$ cat config.mk
export PLATFORM = sky130hd
export DESIGN_NAME = led_strip_encoder
export DESIGN_NICKNAME = d
export VERILOG_FILES = /design/src/rtl/led_strip_encoder.sv
export SDC_FILE = /design/constraint.sdc
export NUM_CORES = 1
export LEC_CHECK = 0
export CAP_MARGIN = 20
export CORE_MARGIN = 2
export CORE_UTILIZATION = 40
export DETAILED_ROUTE_END_ITERATION = 10
export PLACE_DENSITY = 0.58
export SLEW_MARGIN = 5
export SYNTH_ARGS = -nofsm -noshare
export SYNTH_HDL_FRONTEND = slang
export SYNTH_SLANG_ARGS = --single-unit
$ cat constraint.sdc
create_clock -name clock_12mhz -period 3.55 [get_ports clock_12mhz]
set_input_delay 0.71 -clock clock_12mhz [delete_from_list [all_inputs] [get_ports clock_12mhz]]
set_output_delay 0.71 -clock clock_12mhz [all_outputs]
set_load 0.02 [all_outputs]
$ cat src/rtl/led_strip_encoder.sv
// rtl/led_strip_encoder.sv - WS2812-style single-wire LED frame serialiser
module led_strip_encoder #(
    parameter int LED_COUNT          = 60,
    parameter int CLOCKS_PER_SEGMENT = 4,
    parameter int RESET_CLOCKS       = 960
) (
    input  logic        clock_12mhz,
    input  logic        reset,
    input  logic        framerate,
    output logic        pixel_request,
    output logic [9:0]  pixel_index,
    input  logic [23:0] pixel_data,
    input  logic        pixel_valid,
    output logic        led_data,
    output logic        busy,
    output logic        frame_done,
    output logic        frame_skipped,
    output logic        underrun
);

    localparam int CW = $clog2(CLOCKS_PER_SEGMENT + 1);
    localparam int LW = $clog2(RESET_CLOCKS + 1);
    localparam logic [CW-1:0] SEG_LAST   = CW'(CLOCKS_PER_SEGMENT - 1);
    localparam logic [LW-1:0] LATCH_LAST = LW'(RESET_CLOCKS - 1);
    localparam logic [10:0]   PIXELS     = 11'(LED_COUNT);

    typedef enum logic [1:0] {
        IDLE  = 2'd0,
        FETCH = 2'd1,
        SHIFT = 2'd2,
        LATCH = 2'd3
    } state_t;

    state_t        state;
    state_t        state_next;
    logic          framerate_q;
    logic [CW-1:0] clk_count;
    logic [1:0]    seg_count;
    logic [4:0]    bit_count;
    logic [9:0]    pixel_count;
    logic [LW-1:0] latch_count;
    logic [23:0]   shift_reg;
    logic [23:0]   hold_reg;
    logic          hold_valid;

    logic start;
    logic accept;
    logic seg_end;
    logic bit_end;
    logic pixel_end;
    logic last_pixel;
    logic more_after_next;
    logic latch_end;

    assign start           = framerate & ~framerate_q;
    assign accept          = pixel_request & pixel_valid;
    assign seg_end         = (clk_count == SEG_LAST);
    assign bit_end         = seg_end && (seg_count == 2'd3);
    assign pixel_end       = bit_end && (bit_count == 5'd0);
    assign last_pixel      = ({1'b0, pixel_count} == (PIXELS - 11'd1));
    assign more_after_next = (({1'b0, pixel_count} + 11'd2) < PIXELS);
    assign latch_end       = (latch_count == LATCH_LAST);

    // State register
    always_ff @(posedge clock_12mhz or posedge reset) begin
        if (reset) begin
            state <= IDLE;
        end else begin
            state <= state_next;
        end
    end

    // Next state plus line, busy and end-of-frame decode
    always_comb begin
        state_next = state;
        led_data   = 1'b0;
        busy       = 1'b1;
        frame_done = 1'b0;
        case (state)
            IDLE: begin
                busy = 1'b0;
                if (start) begin
                    state_next = FETCH;
                end
            end
            FETCH: begin
                if (accept) begin
                    state_next = SHIFT;
                end
            end
            SHIFT: begin
                // Segment 0 is always high, segment 1 carries the bit value
                led_data = (seg_count == 2'd0) || ((seg_count == 2'd1) && shift_reg[23]);
                if (pixel_end && (last_pixel || !hold_valid)) begin
                    state_next = LATCH;
                end
            end
            LATCH: begin
                if (latch_end) begin
                    frame_done = 1'b1;
                    state_next = IDLE;
                end
            end
            default: state_next = IDLE;
        endcase
    end

    // Edge detect, pixel fetch/prefetch handshake, shift and timing counters
    always_ff @(posedge clock_12mhz or posedge reset) begin
        if (reset) begin
            framerate_q   <= 1'b0;
            frame_skipped <= 1'b0;
            underrun      <= 1'b0;
            pixel_request <= 1'b0;
            pixel_index   <= 10'd0;
            pixel_count   <= 10'd0;
            clk_count     <= '0;
            seg_count     <= 2'd0;
            bit_count     <= 5'd0;
            latch_count   <= '0;
            shift_reg     <= 24'd0;
            hold_reg      <= 24'd0;
            hold_valid    <= 1'b0;
        end else begin
            framerate_q   <= framerate;
            frame_skipped <= start && (state != IDLE);
            case (state)
                IDLE: begin
                    if (start) begin
                        pixel_request <= 1'b1;
                        pixel_index   <= 10'd0;
                        pixel_count   <= 10'd0;
                        hold_valid    <= 1'b0;
                    end
                end
                FETCH: begin
                    if (accept) begin
                        shift_reg <= pixel_data;
                        clk_count <= '0;
                        seg_count <= 2'd0;
                        bit_count <= 5'd23;
                        // Keep the request up and move straight on to the prefetch
                        if (PIXELS > 11'd1) begin
                            pixel_index <= 10'd1;
                        end else begin
                            pixel_request <= 1'b0;
                        end
                    end
                end
                SHIFT: begin
                    if (accept) begin
                        hold_reg      <= pixel_data;
                        hold_valid    <= 1'b1;
                        pixel_request <= 1'b0;
                    end
                    if (seg_end) begin
                        clk_count <= '0;
                        seg_count <= seg_count + 2'd1;
                    end else begin
                        clk_count <= clk_count + CW'(1);
                    end
                    if (bit_end) begin
                        shift_reg <= {shift_reg[22:0], 1'b0};
                        bit_count <= bit_count - 5'd1;
                    end
                    if (pixel_end) begin
                        latch_count <= '0;
                        if (!last_pixel) begin
                            if (hold_valid) begin
                                shift_reg   <= hold_reg;
                                hold_valid  <= 1'b0;
                                bit_count   <= 5'd23;
                                pixel_count <= pixel_count + 10'd1;
                                if (more_after_next) begin
                                    pixel_request <= 1'b1;
                                    pixel_index   <= pixel_count + 10'd2;
                                end
                            end else begin
                                // Prefetch missed the boundary: truncate the frame
                                underrun      <= 1'b1;
                                pixel_request <= 1'b0;
                            end
                        end
                    end
                end
                LATCH: begin
                    latch_count   <= latch_count + LW'(1);
                    pixel_request <= 1'b0;
                end
                default: begin
                    pixel_request <= 1'b0;
                end
            endcase
        end
    end

endmodule

# After elaboration in Yosys (flattened, before gate mapping)
# Index checks and enable logic that the tools add are counted.
[word_totals]
register_bits = 95
inputBits = 28
out_inout_bits = 16
elab_cells = 124
[classes]
add_sub_neg = 7
n_lt_le_gt_ge = 1
n_eq_ne = 17
muxes = 53
bitwise_logic = 6
n_reduce_logical = 26
[ops]
columns = ["cell", "count"]
rows = [
  ["24-bit two-way mux", 5],
  ["10-bit two-way mux", 10],
  ["24-bit one-hot mux with 2 select lines", 1],
  ["10-bit one-hot mux with 2 select lines", 2],
  ["10-bit one-hot mux with 3 select lines", 1],
  ["5-bit two-way mux", 5],
  ["10-bit by 1-bit adder with 10-bit output (second input constant)", 2],
  ["2-bit != test (second input constant)", 9],
  ["1-bit two-way mux", 15],
  ["2-bit two-way mux", 6],
  ["10-bit by 2-bit adder with 11-bit output (second input constant)", 1],
  ["11-bit by 6-bit < comparator with 1-bit output (second input constant)", 1],
  ["10-bit by 2-bit adder with 10-bit output (second input constant)", 1],
  ["10-bit equality test (second input constant)", 1],
  ["10-bit by 6-bit equality test with 1-bit output (second input constant)", 1],
  ["5-bit one-hot mux with 2 select lines", 1],
  ["2-bit AND reduction", 5],
  ["2-bit one-hot mux with 4 select lines", 1],
  ["4-bit AND reduction", 2],
  ["2-bit nonzero test", 4],
  ["7-bit AND reduction", 1],
  ["2-bit equality test (second input constant)", 3],
  ["3-bit two-way mux", 2],
  ["3-bit one-hot mux with 2 select lines", 1],
  ["18 further kinds", 29],
]

# Longest topological paths before layout
# Gate-level depths: netlist (run 1).
[depth]
ltp_word = 7
depth_mapped = 10
ltp_nobuf = 8

# Worst setup path after synthesis (run 1)
# No wires, ideal clock.
[synth_path]
kind = "input to register"
start = "input port framerate"
end = "register pixel_count[7]"
setup_ps = 150
t_arrival_ps = 2139
t_required_ps = 3400
setup_slack_ps = 1262
path_stages = 7
n_path_buf = 1
path_cell_list = "nand2b_1 > and2_1 > clkbuf_1 > o41ai_2 > nand4_1 > xor2_1 > nor2_1"
[synth_between]
elab_chain_cells = 3
[synth_lines]
columns = ["item", "line", "rtl"]
rows = [
  ["start, declared", "9", "input logic framerate,"],
  ["1-bit bitwise AND", "55", "assign start = framerate & ~framerate_q;"],
  ["2-bit != test (no source line)", "n/a", ""],
  ["5-bit AND reduction (no source line)", "n/a", ""],
  ["end signal, assigned", "173", "pixel_count <= pixel_count + 10'd1;"],
  ["end, declared", "40", "logic [9:0] pixel_count;"],
]
# Every way passes these cells.
# A chain may end at the register's enable or synchronous reset.

# Worst setup path in the final report (run 1)
[layout_path]
start = "register latch_count[0]"
end = "output port frame_done"
[layout_between]
elab_chain_cells = 3
[layout_lines]
columns = ["item", "line", "rtl"]
rows = [
  ["start, declared", "41", "logic [LW-1:0] latch_count;"],
  ["start signal, assigned", "187", "latch_count <= latch_count + LW'(1);"],
  ["10-bit equality test", "62", "assign latch_end = (latch_count == LATCH_LAST);"],
  ["1-bit two-way mux", "99", "if (latch_end) begin"],
  ["1-bit two-way mux", "79", "case (state)"],
  ["end, declared", "16", "output logic frame_done,"],
]
# Every way passes these cells.

==> results by group, run 1 <==
Job
  • Max-Cap Viols: 0

Outcome
  • Status: completed

STA
  • Achievable frequency: 338 MHz
  • Final setup TNS: 0 ns
  • Max-slew violations: 0
  • Least-Margin Pin Slew: 0.987 ns
  • Setup ws final: 0.588 ns
  • Final hold violation count: 0
  • Setup Skew: 0.00752 ns
  • Final critical-path share of the clock period: 0.834
  • Final setup viols: 0
  • Min Tclk post-route: 2.96 ns
  • Max-slew headroom: 0.337
  • RSZ-0062 raised after global routing: false

Synth
  • Mapped Avg Cell Area: 9.21 sq um
  • Seq/Total Area, Yosys: 0.450
  • Share of the synthesized area in the top cell type: 0.450
  • Mapped cell area: 5280 sq um
  • Syn. warnings: 0
  • Post-synth top flop: dfrtp_1
  • Yosys reg bits: 95
  • Top cells by area, synth: dfrtp_1, a21oi_1, mux2_2
  • Biggest area consumer among synthesized cells: dfrtp_1
  • Post-synth EDFFs: 0
  • Post-synth top cells: dfrtp_1, a21oi_1, nand2_1, nand3_1, nor2_1
  • Post-Synthesis Cells: 573
  • Mapped Nets: 615
  • Post-synth ARST share: 1.00
  • Yosys cell types: 59
  • Most common cell in the netlist: dfrtp_1

CTS
  • Postcts setup bufs: 0
  • Post-CTS sizing: 0
  • # hold bufs at CTS: 0
  • Htree depth: 3
  • Num CTS Buffers: 9
  • Clk pin slew, worst setup/hold paths: 0.06 ns
  • CTS tree: built
  • CTS Sinks: 95
  • Root Buffer: clkbuf_16
  • Clk_lat worst skew: 0.35 ns
  • Clk buf depth: 2

Critical path
  • CP Data Required Time: 2.84 ns
  • CP Launch Type: flop
  • Crit-path cells: ha_1 -> and3_1 -> and3_1 -> nand2_1 -> nor2_1 -> clkdlybuf4s50_1
  • R2R cell count: 7
  • Most common cell on crit path: and3_1
  • CP endpoint kind: output pin
  • CP Data Arrival Time: 2.25 ns
  • Critical path's slowest cell: clkdlybuf4s50_1
  • CP Max Fanout: 6
  • Kind of critical path: reg -> out
  • CP max stage delay: 0.61 ns

Finish
  • Filler cell count: 1192
  • Register area: 2380 sq um
  • Ant diodes: 0
  • Final Non-Filler Cells: 779
  • Fin nets: 645
  • Area Growth Syn to Fin: 16.2%
  • Area occupied by multi-input gates: 2680 sq um
  • Fin area: 6130 sq um
  • Layout cells sized above 1: 0.104

Placed design
  • Placed Cells: 764
  • Port bufs: 43
  • Placed Instance Area: 5860 sq um
  • Gp weighted congestion: 0.821
  • Post-DP HPWL: 7900 um
  • Pre-CTS WS: 0.919 ns

Power
  • Cell-internal power: 2780 uW
  • Psw: 1770 uW
  • Peak VDD IR: 0.345 mV
  • Comb pwr share: 0.419
  • Register share of total power: 0.383
  • Total power: 4550 uW
  • Lkg Pwr: 0.00257 uW
  • Clock Power Share: 0.198
  • Pwr/cell area: 741 nW/um^2
  • Switching portion of total power: 0.388

Route
  • Drt total wl: 11900 um
  • Drt drc: 0
  • Post-DRT Antenna Nets: 0
  • Via density per instance: 5.40
  • Wire per inst: 15.3 um
  • DR iter-0 viols: 262
  • Via Count: 4208
  • DR pass1 iterations: 4

GRT
  • Grt total ovfl: 0
  • Largest net degree at the start of global routing: 49
  • Via count of the first global-routing pass: 4169
  • Initial antenna violation count: 0
  • Global Route Usage Sum: 0.178
  • Global-route wire length before repair: 20300 um

Floorplan
  • FP Rows: 41
  • Die W: 119 um
  • Starting Density: 0.413
  • Total die area: 14100 sq um
  • Die height: 119 um
  • Core ar.: 12800 sq um
  • Io pins: 44

Min path
  • Path type of the worst min-delay path: reg -> reg
  • Hold path depth: 1
## final cells by class
cell class,count,share of cell area
repair buffers,56,0.0861
clock buffers,11,0.0396
well taps,172,0.0351
multi-input cells,426,0.437
flip-flops and latches,95,0.388
inverters,15,0.00959
clock inverters,4,0.00530
## power by group through the flow
| stage | registers [uW] | clock network (uW) | logic, uW |
|---|---|---|---|
| 2_1_floorplan | 1690 | 0 | 1440 |
| 5_1_grt | 1800 | 975 | 2150 |
| 4_1_cts | 1740 | 941 | 1930 |
| 3_3_place_gp | 1740 | 0 | 1860 |
| 3_5_place_dp | 1760 | 0 | 1910 |
| 6_report | 1740 | 903 | 1900 |
## logic make-up after synthesis
group                      share of synthesized area
muxes                                         0.0593
adders and majority gates                     0.0332
xor gates and xnor gates                      0.0199
and+or+nand+nor                                0.210
AOI/OAI and AO/OA                              0.183
DFF                                            0.450
buffers and inverters                         0.0443
## worst max-delay path: cells and delay by family, from the launching register on
family / cells / cell delay, ns
fa+ha+maj: 1 / 0.25
buf+inv: 1 / 0.61
flops: 1 / 0.43
simple gates: 4 / 0.61
## routing by layer
metal | global-route usage | share of wire
met2 | 0.301 | 0.49
met4 | 0.0491 | 0.0098
met3 | 0.0455 | 0.028
met1 | 0.225 | 0.47
met5 | 0 | 0
## cell usage in the layout (no fill, tap or decap), types with 19 or more instances in the layout
cell type,count
o21ai_0,19
nor2b_1,27
clkdlybuf4s50_1,43
nor2_1,28
nand3_1,43
o211ai_1,25
mux2_2,25
nand2_1,70
dfrtp_1,95
a21oi_1,75
## metrics by stage
stage / hold WS, ns / util
after detailed placement: 0.480 / 0.459
after floorplan: 0.454 / -
after global routing: 0.509 / 0.480
final: 0.486 / 0.480
after global placement: 0.467 / 0.459
after CTS: 0.494 / 0.480
## worst paths after layout
path,to,start,slack (ns)
hold / removal,pixel_index[7],pixel_index[7],0.49
min in group asynchronous,seg_count[0],reset,0.75
max in group asynchronous,shift_reg[10],reset,2.13
setup / recovery,frame_done,latch_count[0],0.59
hold reg to reg,pixel_index[7],pixel_index[7],0.49
setup reg to reg,pixel_index[0],pixel_count[2],1.05
Note: power is estimated with default switching activity, not from simulation.
==> run 2, diff against run 1 <==
- clock period: 3.55 -> 2.83 ns (I/O delays scaled with it)
==> run 2 against run 1 <==
First-iteration DRC count grew 9.9%. Combinational power grew 27%. Final area grew 0.80%. Die area is the same. Sequential power grew 26%. Flip-flop and latch count is the same. Clock power grew 26%. Highest routed layer unchanged.
==> results by group, run 2 (synthesis results as in run 1) <==
Critical path
  • R2R cell count: 7
  • Reg2Reg Capture Point: pixel_index[0]
  • Kind of critical path: reg -> out
  • CP Max Fanout: 5
  • Reg2Reg Launch Point: pixel_count[0]
  • CP Data Required Time: 2.26 ns
  • CP endpoint kind: output pin
  • R2R setup slack: 0.38 ns
  • CP Data Arrival Time: 2.04 ns
  • CP Launch Type: flop

GRT
  • Largest net degree at the start of global routing: 59
  • Global Route Usage Sum: 0.177
  • Grt total ovfl: 0
  • Global-route wire length before repair: 20100 um
  • Via count of the first global-routing pass: 4042
  • Initial antenna violation count: 0

STA
  • Final critical-path share of the clock period: 0.921
  • Min Tclk post-route: 2.61 ns
  • Final setup TNS: 0 ns
  • Setup Skew: 0.00940 ns
  • Least-Margin Pin Slew: 0.952 ns
  • Final setup viols: 0
  • Max-slew headroom: 0.360
  • RSZ-0062 raised after global routing: false
  • Max-slew violations: 0
  • Hold_ws: 0.479 ns
  • Setup ws final: 0.222 ns
  • Achievable frequency: 383 MHz
  • Final hold violation count: 0

Outcome
  • Status: completed

Finish
  • Filler cell count: 1225
  • Ant diodes: 0
  • Area Growth Syn to Fin: 17.2%
  • Commonest non-fill, non-tap cell in the layout: dfrtp_1
  • Layout cells sized above 1: 0.105
  • Fin nets: 644
  • Fin area: 6180 sq um
  • Final Non-Filler Cells: 779
  • Commonest cells after routing, fill and taps aside: dfrtp_1, a21oi_1, nand2_1

Job
  • Max-Cap Viols: 0

Route
  • Wire per inst: 15.3 um
  • Post-DRT Antenna Nets: 0
  • Drt drc: 0
  • Drt total wl: 11900 um
  • Met3 WL: 561 um
  • DR pass1 iterations: 5
  • Detail Route met2 WL: 5680 um
  • Met1 Wirelength: 5510 um
  • Via density per instance: 5.45
  • DR iter-0 viols: 288
  • Top Metal Used: met4
  • Via Count: 4245

CTS
  • CTS Sinks: 95
  • Num CTS Buffers: 9
  • Root Buffer: clkbuf_16
  • Clk pin slew, worst setup/hold paths: 0.07 ns
  • Htree depth: 3
  • CTS tree: built
  • Clk_lat worst skew: 0.35 ns
  • Clk buf depth: 2

Placed design
  • Port bufs: 43
  • Placed Instance Area: 5900 sq um
  • Pre-CTS WS: 0.348 ns
  • Placed Cells: 763
  • Post-DP HPWL: 7610 um
  • Gp weighted congestion: 0.787

Power
  • Cell-internal power: 3520 uW
  • Pwr/cell area: 928 nW/um^2
  • Switching portion of total power: 0.387
  • Register share of total power: 0.381
  • Peak VDD IR: 0.454 mV
  • Comb pwr share: 0.419
  • Lkg Pwr: 0.00260 uW
  • Psw: 2220 uW
  • Clock Power Share: 0.199

Floorplan
  • Io pins: 44
  • Die W: 119 um
  • Die height: 119 um
  • Core ar.: 12800 sq um
  • Starting Density: 0.413
  • Total die area: 14100 sq um
  • FP Rows: 41

Min path
  • Path type of the worst min-delay path: reg -> reg
  • Hold path depth: 1
  • Hold Startpoint: underrun
  • Hold Path Sink: underrun
run 2: cell types whose count changed in the layout (fill, tap and decap cells not counted), sizes merged:
cell           change
clkinvlp           +1
inv                -1
dlymetal6s2s       +1
clkdlybuf4s50      -1
buf                -1
clkinv             +1
run 2: area by class of cell:
cell class | instances | area, sq um | area share
multi-input cells | 426 | 2680 | 0.433
clock inverters | 5 | 33.8 | 0.00546
flip-flops and latches | 95 | 2380 | 0.385
repair buffers | 55 | 573 | 0.0927
clock buffers | 11 | 243 | 0.0393
well taps | 172 | 215 | 0.0348
inverters | 15 | 60.1 | 0.00971
run 2: stage by stage:
| step | utilization | total power (uW) |
|---|---|---|
| 5_1_grt | 0.484 | 6200 |
| 6_report | 0.484 | 5740 |
| 2_1_floorplan | - | 3930 |
| 3_3_place_gp | 0.462 | 4540 |
| 4_1_cts | 0.484 | 5790 |
| 3_5_place_dp | 0.462 | 4610 |
run 2: metal layers:
layer,GRT usage,vias to the layer above
li1,-,2093
met3,0.0469,16
met2,0.290,92
met4,0.0521,0
met1,0.229,2044
met5,0,-
run 2: what timing repair did:
action,CTS,global route
hold buffers,0,0
resized for setup,0,2
buffers inserted,0,0
setup endpoints to repair,0,1
run 2: critical path, stage by stage, from the launching register on:
cell and delay (ns):
dfrtp_1 0.43, inv_1 0.14, ha_2 0.25, clkinv_1 0.12
nor2_1 0.14, clkdlybuf4s50_1 0.62
run 2: worst max path at each step:
stage	startpoint	end	slack [ns]	cells past startpoint
final	state[0]	led_data	0.22	5
after global routing	state[0]	led_data	0.10	5
after CTS	latch_count[0]	frame_done	0.009	6
after detailed placement	framerate	pixel_count[4]	0.35	8
after global placement	framerate	pixel_count[4]	0.39	8
after floorplan	state[0]	pixel_count[7]	0.58	8
run 2: power groups by stage:
stage	Sequential, uW	Combinational, uW	Clock, uW
2_1_floorplan	2120	1810	0
3_3_place_gp	2180	2360	0
3_5_place_dp	2210	2410	0
4_1_cts	2180	2430	1180
5_1_grt	2260	2710	1230
6_report	2190	2410	1140
